File: src/rtl/coin_burst_sequencer_if.sv
// rtl/coin_burst_sequencer_if.sv - raw coin sensor lines and FSM-facing coin code outputs
interface coin_burst_sequencer_if #(
    parameter int DEPTH = 4
);
    logic                   coin5_raw;
    logic                   coin10_raw;
    logic [1:0]             coin_code;
    logic                   busy;
    logic                   reject;
    logic [$clog2(DEPTH):0] count;

    modport master (output coin5_raw, coin10_raw, input coin_code, busy, reject, count);
    modport slave  (input coin5_raw, coin10_raw, output coin_code, busy, reject, count);
endinterface

File: src/rtl/coin_burst_sequencer.sv
// rtl/coin_burst_sequencer.sv - debounces coin sensors, queues coins, replays them as a contiguous burst
module coin_burst_sequencer #(
    parameter int DEBOUNCE_CYCLES = 4,
    parameter int IDLE_TIMEOUT    = 16,
    parameter int DEPTH           = 4
) (
    input logic                   clk,
    input logic                   rst,
    coin_burst_sequencer_if.slave bus
);
    localparam int PW = $clog2(DEPTH);
    localparam int CW = PW + 1;
    localparam int DW = $clog2(DEBOUNCE_CYCLES);
    localparam int TW = $clog2(IDLE_TIMEOUT);
    localparam logic [DW-1:0] DEB_LAST   = DW'(DEBOUNCE_CYCLES - 1);
    localparam logic [TW-1:0] TIMER_LAST = TW'(IDLE_TIMEOUT - 1);
    localparam logic [CW-1:0] FULL       = CW'(DEPTH);

    typedef enum logic [1:0] {IDLE, COLLECT, BURST} state_t;

    // bit 0 is the 5 rs line, bit 1 the 10 rs line
    logic [1:0]    sync1;
    logic [1:0]    sync2;
    logic [1:0]    deb;
    logic [1:0]    deb_q;
    logic [DW-1:0] deb_cnt [2];

    logic [1:0]    queue [DEPTH];
    logic [PW-1:0] head;
    logic [PW-1:0] tail;
    logic [CW-1:0] occ;
    logic [TW-1:0] timer;
    state_t        state;
    logic [1:0]    code;
    logic          busy_r;
    logic          reject_r;

    logic [1:0]    ev;
    logic [1:0]    ev_code;
    logic          accept;
    logic          refuse;
    logic          pop;

    always_ff @(posedge clk) begin
        if (rst) begin
            sync1 <= '0;
            sync2 <= '0;
            deb   <= '0;
            deb_q <= '0;
            for (int i = 0; i < 2; i++) deb_cnt[i] <= '0;
        end else begin
            sync1 <= {bus.coin10_raw, bus.coin5_raw};
            sync2 <= sync1;
            deb_q <= deb;
            for (int i = 0; i < 2; i++) begin
                if (sync2[i] == deb[i]) begin
                    deb_cnt[i] <= '0;
                end else if (deb_cnt[i] == DEB_LAST) begin
                    deb[i]     <= sync2[i];
                    deb_cnt[i] <= '0;
                end else begin
                    deb_cnt[i] <= deb_cnt[i] + DW'(1);
                end
            end
        end
    end

    always_comb begin
        ev      = deb & ~deb_q;
        ev_code = ev[1] ? 2'b10 : 2'b01;
        accept  = (ev != 2'b00) && (ev != 2'b11) && (state != BURST) && (occ != FULL);
        refuse  = (ev != 2'b00) && !accept;
        pop     = (state == BURST) && (occ != '0);
    end

    // Queue storage needs no reset: occupancy alone decides what is valid.
    always_ff @(posedge clk) begin
        if (accept) queue[tail] <= ev_code;
    end

    always_ff @(posedge clk) begin
        if (rst) begin
            state    <= IDLE;
            head     <= '0;
            tail     <= '0;
            occ      <= '0;
            timer    <= '0;
            code     <= 2'b00;
            busy_r   <= 1'b0;
            reject_r <= 1'b0;
        end else begin
            reject_r <= refuse;
            occ      <= occ + CW'(accept) - CW'(pop);
            if (accept) tail <= tail + PW'(1);
            case (state)
                IDLE: begin
                    code <= 2'b00;
                    if (accept) begin
                        state  <= COLLECT;
                        busy_r <= 1'b1;
                        timer  <= '0;
                    end
                end
                COLLECT: begin
                    if (occ == FULL) begin
                        state <= BURST;
                    end else if (accept) begin
                        timer <= '0;
                    end else if (timer == TIMER_LAST) begin
                        state <= BURST;
                    end else begin
                        timer <= timer + TW'(1);
                    end
                end
                BURST: begin
                    // Leave only once the queue has drained so 00 and busy low coincide.
                    if (occ == '0) begin
                        state  <= IDLE;
                        busy_r <= 1'b0;
                        code   <= 2'b00;
                    end else begin
                        code <= queue[head];
                        head <= head + PW'(1);
                    end
                end
                default: begin
                    state  <= IDLE;
                    busy_r <= 1'b0;
                    code   <= 2'b00;
                end
            endcase
        end
    end

    assign bus.coin_code = code;
    assign bus.busy      = busy_r;
    assign bus.reject    = reject_r;
    assign bus.count     = occ;
endmodule
File: src/flat_wrapper.sv
// flat-port wrapper written by rule: the top's interface ports become plain ports
module coin_burst_sequencer_flat 
#(
    parameter int DEBOUNCE_CYCLES = 4,
    parameter int IDLE_TIMEOUT    = 16,
    parameter int DEPTH           = 4
)
  (clk, rst, bus_coin5_raw, bus_coin10_raw, bus_coin_code, bus_busy, bus_reject, bus_count);
  coin_burst_sequencer_if #(.DEPTH(DEPTH)) bus_i ();
  input logic clk;
  input logic rst;
  input wire logic [$bits(bus_i.coin5_raw)-1:0] bus_coin5_raw;
  input wire logic [$bits(bus_i.coin10_raw)-1:0] bus_coin10_raw;
  output wire logic [$bits(bus_i.coin_code)-1:0] bus_coin_code;
  output wire logic [$bits(bus_i.busy)-1:0] bus_busy;
  output wire logic [$bits(bus_i.reject)-1:0] bus_reject;
  output wire logic [$bits(bus_i.count)-1:0] bus_count;
  assign bus_i.coin5_raw = bus_coin5_raw;
  assign bus_i.coin10_raw = bus_coin10_raw;
  assign bus_coin_code = bus_i.coin_code;
  assign bus_busy = bus_i.busy;
  assign bus_reject = bus_i.reject;
  assign bus_count = bus_i.count;
  coin_burst_sequencer #(.DEBOUNCE_CYCLES(DEBOUNCE_CYCLES), .IDLE_TIMEOUT(IDLE_TIMEOUT), .DEPTH(DEPTH)) u_core (.clk(clk), .rst(rst), .bus(bus_i));
endmodule
File: config.mk
export PLATFORM = sky130hd
export DESIGN_NAME = coin_burst_sequencer_flat
export DESIGN_NICKNAME = d
export VERILOG_FILES = /design/src/rtl/coin_burst_sequencer_if.sv /design/src/rtl/coin_burst_sequencer.sv /design/src/flat_wrapper.sv
export SDC_FILE = /design/constraint.sdc
export NUM_CORES = 1
export LEC_CHECK = 0
export BUFFER_PORTS_ARGS = -buffer_cell sky130_fd_sc_hd__buf_2
export CAP_MARGIN = 15
export CORE_MARGIN = 8
export CORE_UTILIZATION = 40
export DETAILED_ROUTE_END_ITERATION = 8
export SETUP_SLACK_MARGIN = 0.15
export SLEW_MARGIN = 20
export SYNTH_ARGS = -nofsm -noshare
export SYNTH_HDL_FRONTEND = slang
export SYNTH_SLANG_ARGS = --single-unit
File: constraint.sdc
create_clock -name clk -period 2.8 [get_ports clk]
set_input_delay 0.56 -clock clk [delete_from_list [all_inputs] [get_ports clk]]
set_output_delay 0.56 -clock clk [all_outputs]
set_load 0.02 [all_outputs]
Yosys cells after proc, flatten, opt, wreduce, memory -nomap -nowiden
Memories as Yosys holds them, arrays and structs flattened. A register that Yosys moved wholly into a read port is not among the register bits.
Index checks and enable logic that the tools add are counted.

word-level totals
  flip-flop bits (word level) = 25
  memory bits (writable) = 12
  bits of input ports = 4
  output and inout bits = 7
  word-level logic and storage cells = 119
  memories kept = 2

memory list
  name            words  width  read ports  clocked after memory_dff  write ports  RTL line                    source
  u_core.queue    4      2      1           1                         1            coin_burst_sequencer.sv:28  logic [1:0] queue [DEPTH];
  u_core.deb_cnt  2      2      2           0                         2            coin_burst_sequencer.sv:26  logic [DW-1:0] deb_cnt [2];

operators by class
  add/sub/neg operators = 7
  eq/ne operators = 17
  muxes and demuxes = 51
  bitwise operators = 12
  reduce and logical (&&, ||, !) cells = 17

operators with widths
  kind                                                   number
  2-to-1 mux 2 bit                                       15
  2-to-1 mux 1 bit                                       28
  2-to-1 mux 4 bit                                       4
  adder 2 x 1 -> 2 bit, second input constant            4
  inequality test 2 bit, second input constant           4
  one-hot mux 4 bit (2 select lines)                     1
  AND reduction 4 bit                                    2
  == test 2 bit, second input constant                   3
  inequality test 3 bit, second input constant           2
  OR 1 bit                                               6
  one-hot mux 2 bit (3 select lines)                     1
  AND reduction 2 bit                                    3
  logical AND 1 bit                                      5
  adder 4 x 1 -> 4 bit, second input constant            1
  == test 4 bit, second input constant                   1
  NOT 1 bit                                              4
  one-hot mux 2 bit (2 select lines)                     1
  nonzero test 2 bit                                     2
  adder 3 x 1 -> 3 bit                                   1
  == test 3 bit, second input constant                   1
  logical NOT 3 bit                                      1
  inequality test 3 x 1 -> 1 bit, second input constant  1
  inequality test 3 x 2 -> 1 bit, second input constant  1
  one-hot mux 1 bit (3 select lines)                     1
  10 further kinds                                       11

Depth between registers and ports, before layout
Gate-level depths: netlist (run 1).

  depth after elaboration = 9
  depth in mapped cells = 9
  depth with buffers taken out = 9

Least setup slack after synthesis (run 1)
Ideal clock, no wire load.

  path type = flip-flop to flip-flop
  start = register u_core.deb[1]
  end = register u_core.occ[2], in the netlist u_core.bus.count[2]
  library setup time = 128 ps
  arrival = 2101 ps
  required time = 2672 ps
  path slack = 572 ps
  cell stages (with the launch flop) = 10
  buffers on the path = 0
  clock period less this slack = 2228 ps
  cell sequence = dfxtp_1 > nand2b_1 > ha_1 > nor3b_4 > ha_1 > inv_1 > fa_1 > xor2_1 > xnor2_1 > nor2_1

on the way
  longest elaborated chain between the ends = 7
  elaborated cells on any way between the ends = 8
  classes of those cells = 2 x add/sub; 1 x eq/ne; 1 x bitwise; 4 x reduce/logical

RTL lines
  item                                                                RTL line                    source
  from (decl)                                                         coin_burst_sequencer.sv:24  logic [1:0] deb;
  from (signal, indexed assignment)                                   coin_burst_sequencer.sv:59  deb[i] <= sync2[i];
  AND 2 bit (*)                                                       coin_burst_sequencer.sv:69  ev = deb & ~deb_q;
  inequality test 2 bit / nonzero test 2 bit (equally long branches)  coin_burst_sequencer.sv:71  accept = (ev != 2'b00) && (ev != 2'b11) && (state != BURST) && (occ != FULL);
  logical AND 1 bit (*) (3 in a row)                                  coin_burst_sequencer.sv:71
  via u_core.accept                                                   coin_burst_sequencer.sv:40  logic accept;
  adder 3 x 1 -> 3 bit (*)                                            coin_burst_sequencer.sv:93  occ <= occ + CW'(accept) - CW'(pop);
  subtractor 3 x 1 -> 3 bit (*)                                       coin_burst_sequencer.sv:93
  to (signal assigned)                                                coin_burst_sequencer.sv:93
  to (decl)                                                           coin_burst_sequencer.sv:31  logic [CW-1:0] occ;

Mark *: on every way through the listed nets, which the timed path passes. The rest lies on a longest branch.
A chain may end at the register's enable or synchronous reset.

Worst setup path after layout (run 1)
Ends and elaborated chain as after synthesis.

==> flow_metrics.env, run 1 <==
export IMPL_max_cap_violations=0
export IMPL_hold_viol=0
export IMPL_number_of_warning_messages_in_the_yosys_log=0
export IMPL_synthCells=142
export IMPL_start_util_pct=41.1
export IMPL_final_min_clock_period_ns=2.25
export IMPL_ys_seq_area_share_pct=55.3
export IMPL_cts_hold_buffers_added=0
export IMPL_synth_area_leader_cell="dfxtp_1"
export IMPL_core_area_sq_um=3970
export IMPL_detailroute_via_count=1017
export IMPL_totalNegativeSetupSlack_ns=0
export IMPL_post_synth_main_area_contributors="dfxtp_1, edfxtp_1, ha_1"
export IMPL_gp_routability_congestion=0.803
export IMPL_clkSlewWorstSetupHoldPaths_ns=0.07
export IMPL_dominantRegCellSynth="dfxtp_1"
export IMPL_critical_path_max_fanout=6
export IMPL_firstDrtPassIters=4
export IMPL_synth_cell_types=35
export IMPL_finalClockSkew_ns=0.00535
export IMPL_layout_drive_gt1_share_pct=16.1
export IMPL_slew_headroom_pct=61.8
export IMPL_numCtsBuffers=5
export IMPL_synth_most_common_cell="dfxtp_1"
export IMPL_die_height_um=79.8
export IMPL_floorplan_rows=23
export IMPL_postCtsResizedCells=0
export IMPL_worst_hold_path_type="reg -> reg"
export IMPL_drt_iter0_drc=48
export IMPL_critical_path_top_delay_family="adder cells"
export IMPL_power_density_nw_per_um2=624
export IMPL_cts_tree="yes"
export IMPL_detail_placement_hpwl_mm=1.91
export IMPL_clock_tree_buffer_depth=2
export IMPL_critical_path_buf_inv_count=1
export IMPL_maximum_number_of_pins_on_one_net_before_global_route_repair=28
export IMPL_ir_worst_vdd_v=0.000350
export IMPL_critical_path_required_ns=2.97
export IMPL_worst_setup_path_start_kind="flip-flop"
export IMPL_critical_path_class="reg -> reg"
export IMPL_synth_top_cells_by_count="dfxtp_1, nor2_1, edfxtp_1"
export IMPL_final_setup_viol_count=0
export IMPL_final_net_count=174
export IMPL_wire_length_of_the_first_global_routing_pass_mm=4.38
export IMPL_cp_cell_sequence="nand2b_1 > ha_1 > nor3b_4 > ha_1 > inv_1 > fa_1 > xor2_1 > xnor2_1 > nor2_1"
export IMPL_register_bit_count_reported_by_yosys=39
export IMPL_grt_setup_unrepaired="false"
export IMPL_detail_route_drc_violations=0
export IMPL_worst_hold_margin_ns=0.447
export IMPL_fp_dieW_um=79.8
export IMPL_avgViaCountPerCell=4.82
export IMPL_critPathMostFrequentCell="ha_1"
export IMPL_port_buffer_count=10
export IMPL_synth_top_cell_area_share_pct=33.2
export IMPL_timing_worst_slew_pin_value_ns=0.572
export IMPL_post_cts_buffers=0
export IMPL_grt_antenna_before_repair=0
export IMPL_wire_per_inst_um=12.5
export IMPL_critPathArrivalTime_ns=2.42
export IMPL_count_of_inserted_antenna_diode_cells=0
export IMPL_cellLeakagePower_nw=0.762
export IMPL_fmax_ghz=0.445
export IMPL_synth_area_sq_um=1630
export IMPL_first_global_vias=1013
export IMPL_clockRootBuffer="clkbuf_8"
export IMPL_max_stage_delay_ns=0.41
export IMPL_critPathCaptureType="flip-flop"
export IMPL_tritoncts_num_sinks=39
export IMPL_num_io_pins=11
export IMPL_worstSkewPairLatency_ns=0.30
export IMPL_cts_htree_levels=2
export IMPL_grt_remaining_overflow=0
export IMPL_syn_area_per_cell_sq_um=11.5
export IMPL_synthArstFlopShare_pct=0
export IMPL_total_routing_resource_utilization_after_global_routing_pct=9.25
export IMPL_crit_path_top_delay_cell="ha_1"
export IMPL_final_period_utilization_pct=80.2
export IMPL_ant_nets=0
export IMPL_run_status="finished, final reports clean"
export IMPL_synth_edff_count=12
export IMPL_report_final_slew_viol_count=0
export IMPL_layout_area_overhead_vs_synth_pct=15.5
export IMPL_fp_dieArea_sq_um=6370
export IMPL_route_final_wire_length_mm=2.64
## layout by cell type, fill, tap and decap left out, drive strengths merged, types with 2 or more instances in the layout
master | Yosys | final
o21ai | 5 | 5
nand3 | 2 | 2
clkbuf | 3 | 6
nand2b | 3 | 3
nor3b | 3 | 3
dfxtp | 27 | 27
edfxtp | 12 | 12
xor2 | 3 | 3
or3 | 3 | 3
nor2b | 9 | 9
xnor2 | 4 | 4
mux4 | 2 | 2
ha | 9 | 9
a22o | 2 | 2
buf | 0 | 11
a21oi | 4 | 4
mux2i | 4 | 4
and2 | 4 | 4
nor2 | 16 | 16
conb | 1 | 4
nand2 | 3 | 3
nor3 | 3 | 3
bufinv | 0 | 2
nand4b | 2 | 2
inv | 8 | 8
## per-stage QoR
step	utilization, %	cells	total power, mW	setup WS [ns]	area (sq um)
floorplan	-	145	0.629	0.572	1640
global placement	44.1	203	0.637	0.623	1750
detailed placement	44.1	203	0.638	0.555	1750
CTS	47.4	211	1.19	0.534	1880
global route	47.4	211	1.22	0.339	1880
finish	47.4	211	1.17	0.554	1880
## area by class of cell
type	count	area, sq um
fillers	388	2090
repair buffers	11	57.6
flip-flops and latches	39	901
well taps	50	62.6
inverters	8	30.0
clock buffers	6	72.6
multi-input cells	95	699
clock inverters	2	60.1
## flip-flops by register name, indices dropped and copies added, names as in the netlist, named ones only
register,flops
u_core.bus.busy,1
u_core.bus.coin_code,2
u_core.bus.count,3
u_core.bus.reject,1
u_core.deb,2
u_core.deb_cnt,4
u_core.deb_q,2
u_core.head,2
u_core.queue,8
u_core.state,2
u_core.sync1,2
u_core.sync2,2
u_core.tail,2
u_core.timer,4
## per-layer routing
metal | track usage (%) | vias up | share of wire (%)
li1 | - | 521 | -
met1 | 9.95 | 476 | 47
met2 | 14.0 | 14 | 45
met3 | 5.41 | 6 | 5.7
met4 | 4.91 | 0 | 2.2
met5 | 0 | - | 0
## power by group
part	leakage, nW	switching (mW)	internal [mW]	total (mW)
sequential	0.331	0.00528	0.588	0.593
clock	0.0654	0.194	0.356	0.550
combinational	0.366	0.0181	0.0129	0.0310
total	0.762	0.217	0.957	1.17
## worst paths after layout
kind | endpoint | slack, ns | depth (start not counted) | startpoint
max | u_core.bus.count[2]$_SDFF_PP0_ | 0.55 | 9 | u_core.deb[1]$_SDFFE_PP0P_
min | u_core.sync2[1]$_SDFF_PP0_ | 0.45 | 1 | u_core.sync1[1]$_SDFF_PP0_
max reg2reg | u_core.bus.count[2]$_SDFF_PP0_ | 0.55 | 9 | u_core.deb[1]$_SDFFE_PP0P_
min reg2reg | u_core.sync2[1]$_SDFF_PP0_ | 0.45 | 1 | u_core.sync1[1]$_SDFF_PP0_
## cell families (layout without fill, tap and decap cells)
| logic type | count (synthesis) | count (layout) | synth area share [%] |
|---|---|---|---|
| AO/OA/AOI/OAI | 16 | 16 | 6.29 |
| flip-flops | 39 | 39 | 55.3 |
| buffers and inverters | 11 | 27 | 2.53 |
| AND/OR/NAND/NOR | 52 | 52 | 18.6 |
| multiplexers | 6 | 6 | 5.22 |
| XOR/XNOR | 7 | 7 | 3.76 |
| other | 1 | 4 | 0.230 |
| adder cells (fa/ha/maj) | 10 | 10 | 8.14 |
(Power assumes the default switching activity.)
==> inputs of run 2 (changes only) <==
- clock period: 2.8 -> 2.1 ns (I/O delays scaled with it)
==> run 2 against run 1 <==
  * Clock-buffer cell count is the same
  * First-iteration DRC count rose by 40%
  * Combinational power is 54% higher
  * Via count increased by 3.1%
  * Total power is 12% higher
  * Utilization increased by 1.3 points
  * Die area stayed put
  * Worst setup slack got worse by 0.40 ns
  * Sequential power increased by 33%
  * Global-route usage is essentially flat
  * Clock skew decreased by 0.0012 ns
  * Critical path type unchanged
  * Largest power group unchanged
==> flow_metrics.env, run 2 (synthesis gave the netlist of run 1 again) <==
export IMPL_avgViaCountPerCell=4.81
export IMPL_wire_length_of_the_first_global_routing_pass_mm=4.55
export IMPL_power_switching_mw=0.280
export IMPL_worst_hold_path_type="in -> reg"
export IMPL_seq_power_share_pct=60.0
export IMPL_final_period_utilization_pct=92.5
export IMPL_critical_path_class="reg -> reg"
export IMPL_totalNegativeSetupSlack_ns=0
export IMPL_critical_path_required_ns=2.27
export IMPL_count_of_inserted_antenna_diode_cells=0
export IMPL_preCtsSetupSlack_ns=0.0936
export IMPL_num_io_pins=11
export IMPL_critPathArrivalTime_ns=2.11
export IMPL_max_cap_violations=0
export IMPL_ir_worst_vdd_v=0.000309
export IMPL_fp_dieW_um=79.8
export IMPL_finalClockSkew_ns=0.00413
export IMPL_die_height_um=79.8
export IMPL_largest_register="u_core.queue"
export IMPL_cts_htree_levels=2
export IMPL_largest_register_ffs=8
export IMPL_crit_path_top_delay_cell="fa_2"
export IMPL_final_net_count=181
export IMPL_combinationalPowerShare_pct=3.6
export IMPL_grt_setup_unrepaired="true"
export IMPL_layout_area_overhead_vs_synth_pct=18.7
export IMPL_fmax_ghz=0.515
export IMPL_top_regs="u_core.queue: 8 flops, u_core.deb_cnt: 4 flops, u_core.timer: 4 flops"
export IMPL_min_to="u_core.sync1[1]$_SDFF_PP0_"
export IMPL_reg2reg_path_depth=9
export IMPL_maximum_number_of_pins_on_one_net_before_global_route_repair=20
export IMPL_detailroute_via_count=1049
export IMPL_grt_util_met3_pct=2.70
export IMPL_drt_iter0_drc=67
export IMPL_swShare_pct=21.3
export IMPL_final_setup_viol_count=0
export IMPL_fin_util_pct=48.7
export IMPL_internal_power_mw=1.04
export IMPL_leading_cell_type_in_the_layout_fill_and_taps_excluded="dfxtp_1"
export IMPL_num_fill_cells=355
export IMPL_firstDrtPassIters=4
export IMPL_cts_tree="yes"
export IMPL_p_clk_share_pct=36.3
export IMPL_port_buffer_count=10
export IMPL_wire_per_inst_um=12.5
export IMPL_clock_tree_buffer_depth=2
export IMPL_clkSlewWorstSetupHoldPaths_ns=0.07
export IMPL_layout_setup_ws_ns=0.157
export IMPL_grt_remaining_overflow=0
export IMPL_worstSkewPairLatency_ns=0.29
export IMPL_first_global_vias=1024
export IMPL_critical_path_buf_inv_count=1
export IMPL_power_density_nw_per_um2=680
export IMPL_grt_busiest_layer="met2"
export IMPL_gp_routability_congestion=0.844
export IMPL_ant_nets=0
export IMPL_worst_r2r_setup_slack_ns=0.16
export IMPL_grt_antenna_before_repair=0
export IMPL_cts_hold_buffers_added=0
export IMPL_use_met2_pct=13.6
export IMPL_final_cell_mix="dfxtp_1, nor2_1, edfxtp_1, buf_2"
export IMPL_fp_dieArea_sq_um=6370
export IMPL_min_delay_path_depth=2
export IMPL_tritoncts_num_sinks=39
export IMPL_reg2reg_from="u_core.deb_q[1]$_SDFF_PP0_"
export IMPL_run_status="finished, final reports clean"
export IMPL_cp_cell_sequence="nand2b_4 > ha_4 > nor3b_4 > ha_2 > inv_1 > fa_2 > xor2_1 > xnor2_1 > nor2_1"
export IMPL_report_final_slew_viol_count=0
export IMPL_layout_drive_gt1_share_pct=25.6
export IMPL_numCtsBuffers=5
export IMPL_met1_usage_pct=11.2
export IMPL_critical_path_top_delay_family="adder cells"
export IMPL_core_area_sq_um=3970
export IMPL_cellLeakagePower_nw=0.778
export IMPL_final_min_clock_period_ns=1.94
export IMPL_start_util_pct=41.1
export IMPL_total_routing_resource_utilization_after_global_routing_pct=9.29
export IMPL_worst_setup_path_start_kind="flip-flop"
export IMPL_route_final_wire_length_mm=2.72
export IMPL_max_stage_delay_ns=0.33
export IMPL_r2r_end="u_core.bus.count[2]$_SDFF_PP0_"
export IMPL_detail_placement_hpwl_mm=1.91
export IMPL_floorplan_rows=23
export IMPL_hold_start="bus_coin10_raw"
export IMPL_detail_route_drc_violations=0
export IMPL_clockRootBuffer="clkbuf_8"
export IMPL_critical_path_max_fanout=2
export IMPL_hold_viol=0
export IMPL_critPathCaptureType="flip-flop"
run 2: changes by cell type in the layout (fill, tap and decap cells not counted), sizes merged:
| cell | before | now |
|---|---|---|
| buf | 11 | 18 |
| bufinv | 2 | 0 |
| clkinv | 0 | 1 |
| clkinvlp | 0 | 1 |
run 2: how the worst max path moves through the flow:
stage                                            start                              to  depth (start not counted)
after floorplan             u_core.deb[1]$_SDFFE_PP0P_  u_core.bus.count[2]$_SDFF_PP0_                          9
after global placement      u_core.deb[1]$_SDFFE_PP0P_  u_core.bus.count[2]$_SDFF_PP0_                          9
after detailed placement  u_core.state[1]$_SDFFE_PP0P_  u_core.bus.count[2]$_SDFF_PP0_                          9
after CTS                   u_core.deb_q[1]$_SDFF_PP0_  u_core.bus.count[2]$_SDFF_PP0_                          9
after global routing        u_core.deb_q[1]$_SDFF_PP0_  u_core.bus.count[2]$_SDFF_PP0_                          9
final                       u_core.deb_q[1]$_SDFF_PP0_  u_core.bus.count[2]$_SDFF_PP0_                          9
run 2: per-stage QoR:
stage / area [sq um] / instances / power [mW] / hold slack [ns]
6_report: 1940 / 218 / 1.32 / 0.335
5_1_grt: 1940 / 218 / 1.37 / 0.348
3_5_place_dp: 1810 / 206 / 0.855 / 0.447
4_1_cts: 1930 / 217 / 1.34 / 0.325
2_1_floorplan: 1680 / 145 / 0.840 / 0.414
3_3_place_gp: 1810 / 206 / 0.853 / 0.421
run 2: metal layers:
metal,vias up,wire [um]
li1,536,-
met1,489,1320
met2,19,1210
met3,5,112
met4,0,74
met5,-,0
run 2: cell type report:
cell class                 instances  area, sq um  share of cell area (%)
clock inverter                     2         12.5                   0.646
tap                               50         62.6                    3.23
multi-input combinational         95          739                    38.2
timing repair buffer              18          110                    5.69
clock buffer                       6         72.6                    3.75
sequential                        39          908                    46.9
inverter                           8         30.0                    1.55
run 2: power groups by stage:
stage	clock, mW	sequential [mW]	combinational (mW)
global placement	0	0.808	0.0450
detailed placement	0	0.809	0.0459
finish	0.479	0.791	0.0476
CTS	0.503	0.790	0.0473
global route	0.526	0.792	0.0545
floorplan	0	0.809	0.0310
run 2: repair_timing:
| item | 4_1_cts | 5_1_grt |
|---|---|---|
| pin swaps | 3 | 0 |
| setup buffers | 3 | 1 |
| setup endpoints to repair | 1 | 2 |
| gates resized for setup | 4 | 1 |
==> inputs of run 3 (changes only) <==
--- a/config.mk
+++ b/config.mk
@@ -9,6 +9,7 @@
 export CAP_MARGIN = 15
 export CORE_MARGIN = 8
-export CORE_UTILIZATION = 40
+export CORE_UTILIZATION = 50
 export DETAILED_ROUTE_END_ITERATION = 8
+export PLACE_DENSITY = 0.68
 export SETUP_SLACK_MARGIN = 0.15
 export SLEW_MARGIN = 20
==> constraint.sdc (replaced) <==
create_clock -name clk -period 2.1 [get_ports clk]
set_input_delay 0.42 -clock clk [delete_from_list [all_inputs] [get_ports clk]]
set_output_delay 0.42 -clock clk [all_outputs]
set_load 0.1 [all_outputs]
==> run 3 against run 2 <==
  * Routed wire length rose by 2.1%
  * Via count rose by 1.3%
  * Die area fell by 16%
  * Register-to-register slack barely moved
  * Clock power rose by 29%
  * Total power rose by 11%
  * Critical endpoint unchanged
==> flow_metrics.env, run 3 (synthesis gave the netlist of run 1 again) <==
export IMPL_run_status="finished, final reports clean"
export IMPL_timing_worst_slew_pin_value_ns=0.536
export IMPL_floorplan_rows=20
export IMPL_tritoncts_num_sinks=39
export IMPL_clockRootBuffer="clkbuf_4"
export IMPL_final_net_count=178
export IMPL_layout_setup_ws_ns=0.142
export IMPL_cellLeakagePower_nw=0.779
export IMPL_totalNegativeSetupSlack_ns=0
export IMPL_port_buffer_count=10
export IMPL_largest_register="u_core.queue"
export IMPL_num_io_pins=11
export IMPL_grt_antenna_before_repair=0
export IMPL_final_min_clock_period_ns=1.96
export IMPL_critPathCaptureType="flip-flop"
export IMPL_critical_path_required_ns=2.33
export IMPL_min_delay_path_depth=2
export IMPL_critical_path_max_fanout=6
export IMPL_max_stage_delay_ns=0.34
export IMPL_met2RoutedLength_mm=1.28
export IMPL_critPathArrivalTime_ns=2.19
export IMPL_numCtsBuffers=5
export IMPL_cts_hold_buffers_added=0
export IMPL_count_of_inserted_antenna_diode_cells=0
export IMPL_worst_setup_path_start_kind="flip-flop"
export IMPL_core_area_sq_um=3080
export IMPL_route_top_layer_used="met4"
export IMPL_largest_register_ffs=8
export IMPL_ant_nets=0
export IMPL_cts_tree="yes"
export IMPL_fmax_ghz=0.511
export IMPL_clock_tree_buffer_depth=2
export IMPL_cts_htree_levels=2
export IMPL_route_layer_met1_wl_mm=1.32
export IMPL_route_final_wire_length_mm=2.78
export IMPL_maximum_number_of_pins_on_one_net_before_global_route_repair=20
export IMPL_first_global_vias=1084
export IMPL_crit_path_top_delay_cell="fa_2"
export IMPL_critical_path_class="reg -> reg"
export IMPL_worst_hold_path_type="in -> reg"
export IMPL_hold_start="bus_coin5_raw"
export IMPL_finalClockSkew_ns=0.0105
export IMPL_layout_drive_gt1_share_pct=26.7
export IMPL_num_fill_cells=250
export IMPL_power_density_nw_per_um2=752
export IMPL_detail_route_drc_violations=0
export IMPL_worst_r2r_setup_slack_ns=0.14
export IMPL_avgViaCountPerCell=5.09
export IMPL_fp_dieArea_sq_um=5340
export IMPL_report_final_slew_viol_count=0
export IMPL_start_util_pct=53.0
export IMPL_wire_per_inst_um=13.3
export IMPL_final_cell_mix="dfxtp_1, nor2_1, edfxtp_1, buf_2"
export IMPL_detail_placement_hpwl_mm=2.01
export IMPL_cp_cell_sequence="nand2b_4 > ha_4 > nor3b_4 > ha_2 > inv_1 > fa_2 > xor2_2 > xnor2_1 > nor2_1"
export IMPL_slew_headroom_pct=64.2
export IMPL_top_regs="u_core.queue: 8 flops, u_core.deb_cnt: 4 flops, u_core.timer: 4 flops"
export IMPL_grt_setup_unrepaired="true"
export IMPL_grt_remaining_overflow=0
export IMPL_wire_length_of_the_first_global_routing_pass_mm=4.85
export IMPL_detailroute_via_count=1063
export IMPL_min_to="u_core.sync1[0]$_SDFF_PP0_"
export IMPL_max_cap_violations=0
export IMPL_met3_wirelength_um=129
export IMPL_reg2reg_from="u_core.deb_q[1]$_SDFF_PP0_"
export IMPL_firstDrtPassIters=4
export IMPL_hold_viol=0
export IMPL_ir_worst_vdd_v=0.000489
export IMPL_worstSkewPairLatency_ns=0.34
export IMPL_clkSlewWorstSetupHoldPaths_ns=0.12
export IMPL_reg2reg_path_depth=9
export IMPL_final_period_utilization_pct=93.2
export IMPL_gp_routability_congestion=0.842
export IMPL_drt_iter0_drc=53
export IMPL_fp_dieW_um=73.1
export IMPL_r2r_end="u_core.bus.count[2]$_SDFF_PP0_"
export IMPL_die_height_um=73.1
export IMPL_final_setup_viol_count=0
export IMPL_total_routing_resource_utilization_after_global_routing_pct=11.8
export IMPL_preCtsSetupSlack_ns=0.0929
export IMPL_leading_cell_type_in_the_layout_fill_and_taps_excluded="dfxtp_1"
export IMPL_layout_area_overhead_vs_synth_pct=19.1
-- run 3: final cells by class --
cell class / count / area [sq um] / share of cell area, %
Timing Repair Buffer: 15 / 87.6 / 4.51
Multi-Input combinational cell: 95 / 747 / 38.5
Clock buffer: 5 / 37.5 / 1.93
Tap cell: 44 / 55.1 / 2.84
Sequential cell: 39 / 918 / 47.3
Inverter: 8 / 30.0 / 1.55
Clock inverter: 3 / 66.3 / 3.41
-- run 3: metal layers --
layer  vias to the layer above  global-route usage [%]
li1                        532                       -
met1                       506                    13.8
met2                        20                    17.8
met3                         5                    4.95
met4                         0                    6.44
met5                         -                       0
-- run 3: how the worst max path moves through the flow --
stage | from | endpoint | slack (ns) | cells after the start
after floorplan | u_core.deb[1]$_SDFFE_PP0P_ | u_core.bus.count[2]$_SDFF_PP0_ | 0.01 | 9
after global placement | u_core.deb[1]$_SDFFE_PP0P_ | u_core.bus.count[2]$_SDFF_PP0_ | 0.14 | 9
after detailed placement | u_core.state[1]$_SDFFE_PP0P_ | u_core.bus.count[2]$_SDFF_PP0_ | 0.09 | 9
after CTS | u_core.deb_q[1]$_SDFF_PP0_ | u_core.bus.count[2]$_SDFF_PP0_ | 0.13 | 9
after global routing | u_core.deb_q[1]$_SDFF_PP0_ | u_core.bus.count[2]$_SDFF_PP0_ | 0.02 | 9
final | u_core.deb_q[1]$_SDFF_PP0_ | u_core.bus.count[2]$_SDFF_PP0_ | 0.14 | 9
-- run 3: worst max-delay path, delay by kind of cell (launching register included) --
family,cells,cell delay (ns)
DFF,1,0.31
and+or+nand+nor,3,0.40
buffers and inverters,1,0.04
adders and majority gates,3,0.81
xor gates and xnor gates,2,0.28
-- run 3: stage by stage --
step / power, mW / cells / hold WS (ns) / cell area (sq um) / utilization, %
after floorplan: 0.845 / 145 / 0.414 / 1690 / -
after global placement: 0.858 / 200 / 0.418 / 1810 / 58.9
after detailed placement: 0.860 / 200 / 0.423 / 1810 / 58.9
after CTS: 1.47 / 209 / 0.263 / 1930 / 62.7
after global routing: 1.51 / 209 / 0.275 / 1940 / 63.1
final: 1.46 / 209 / 0.277 / 1940 / 63.1
-- run 3: timing repair --
action	CTS	global route
setup endpoints to repair	1	2
buffers inserted	1	0
gates resized for setup	2	3
pin swaps	1	2
-- run 3: where the power goes --
part | internal, mW | total, mW | switching, mW
registers | 0.780 | 0.787 | 0.00694
logic | 0.0206 | 0.0552 | 0.0346
clock network | 0.371 | 0.617 | 0.246
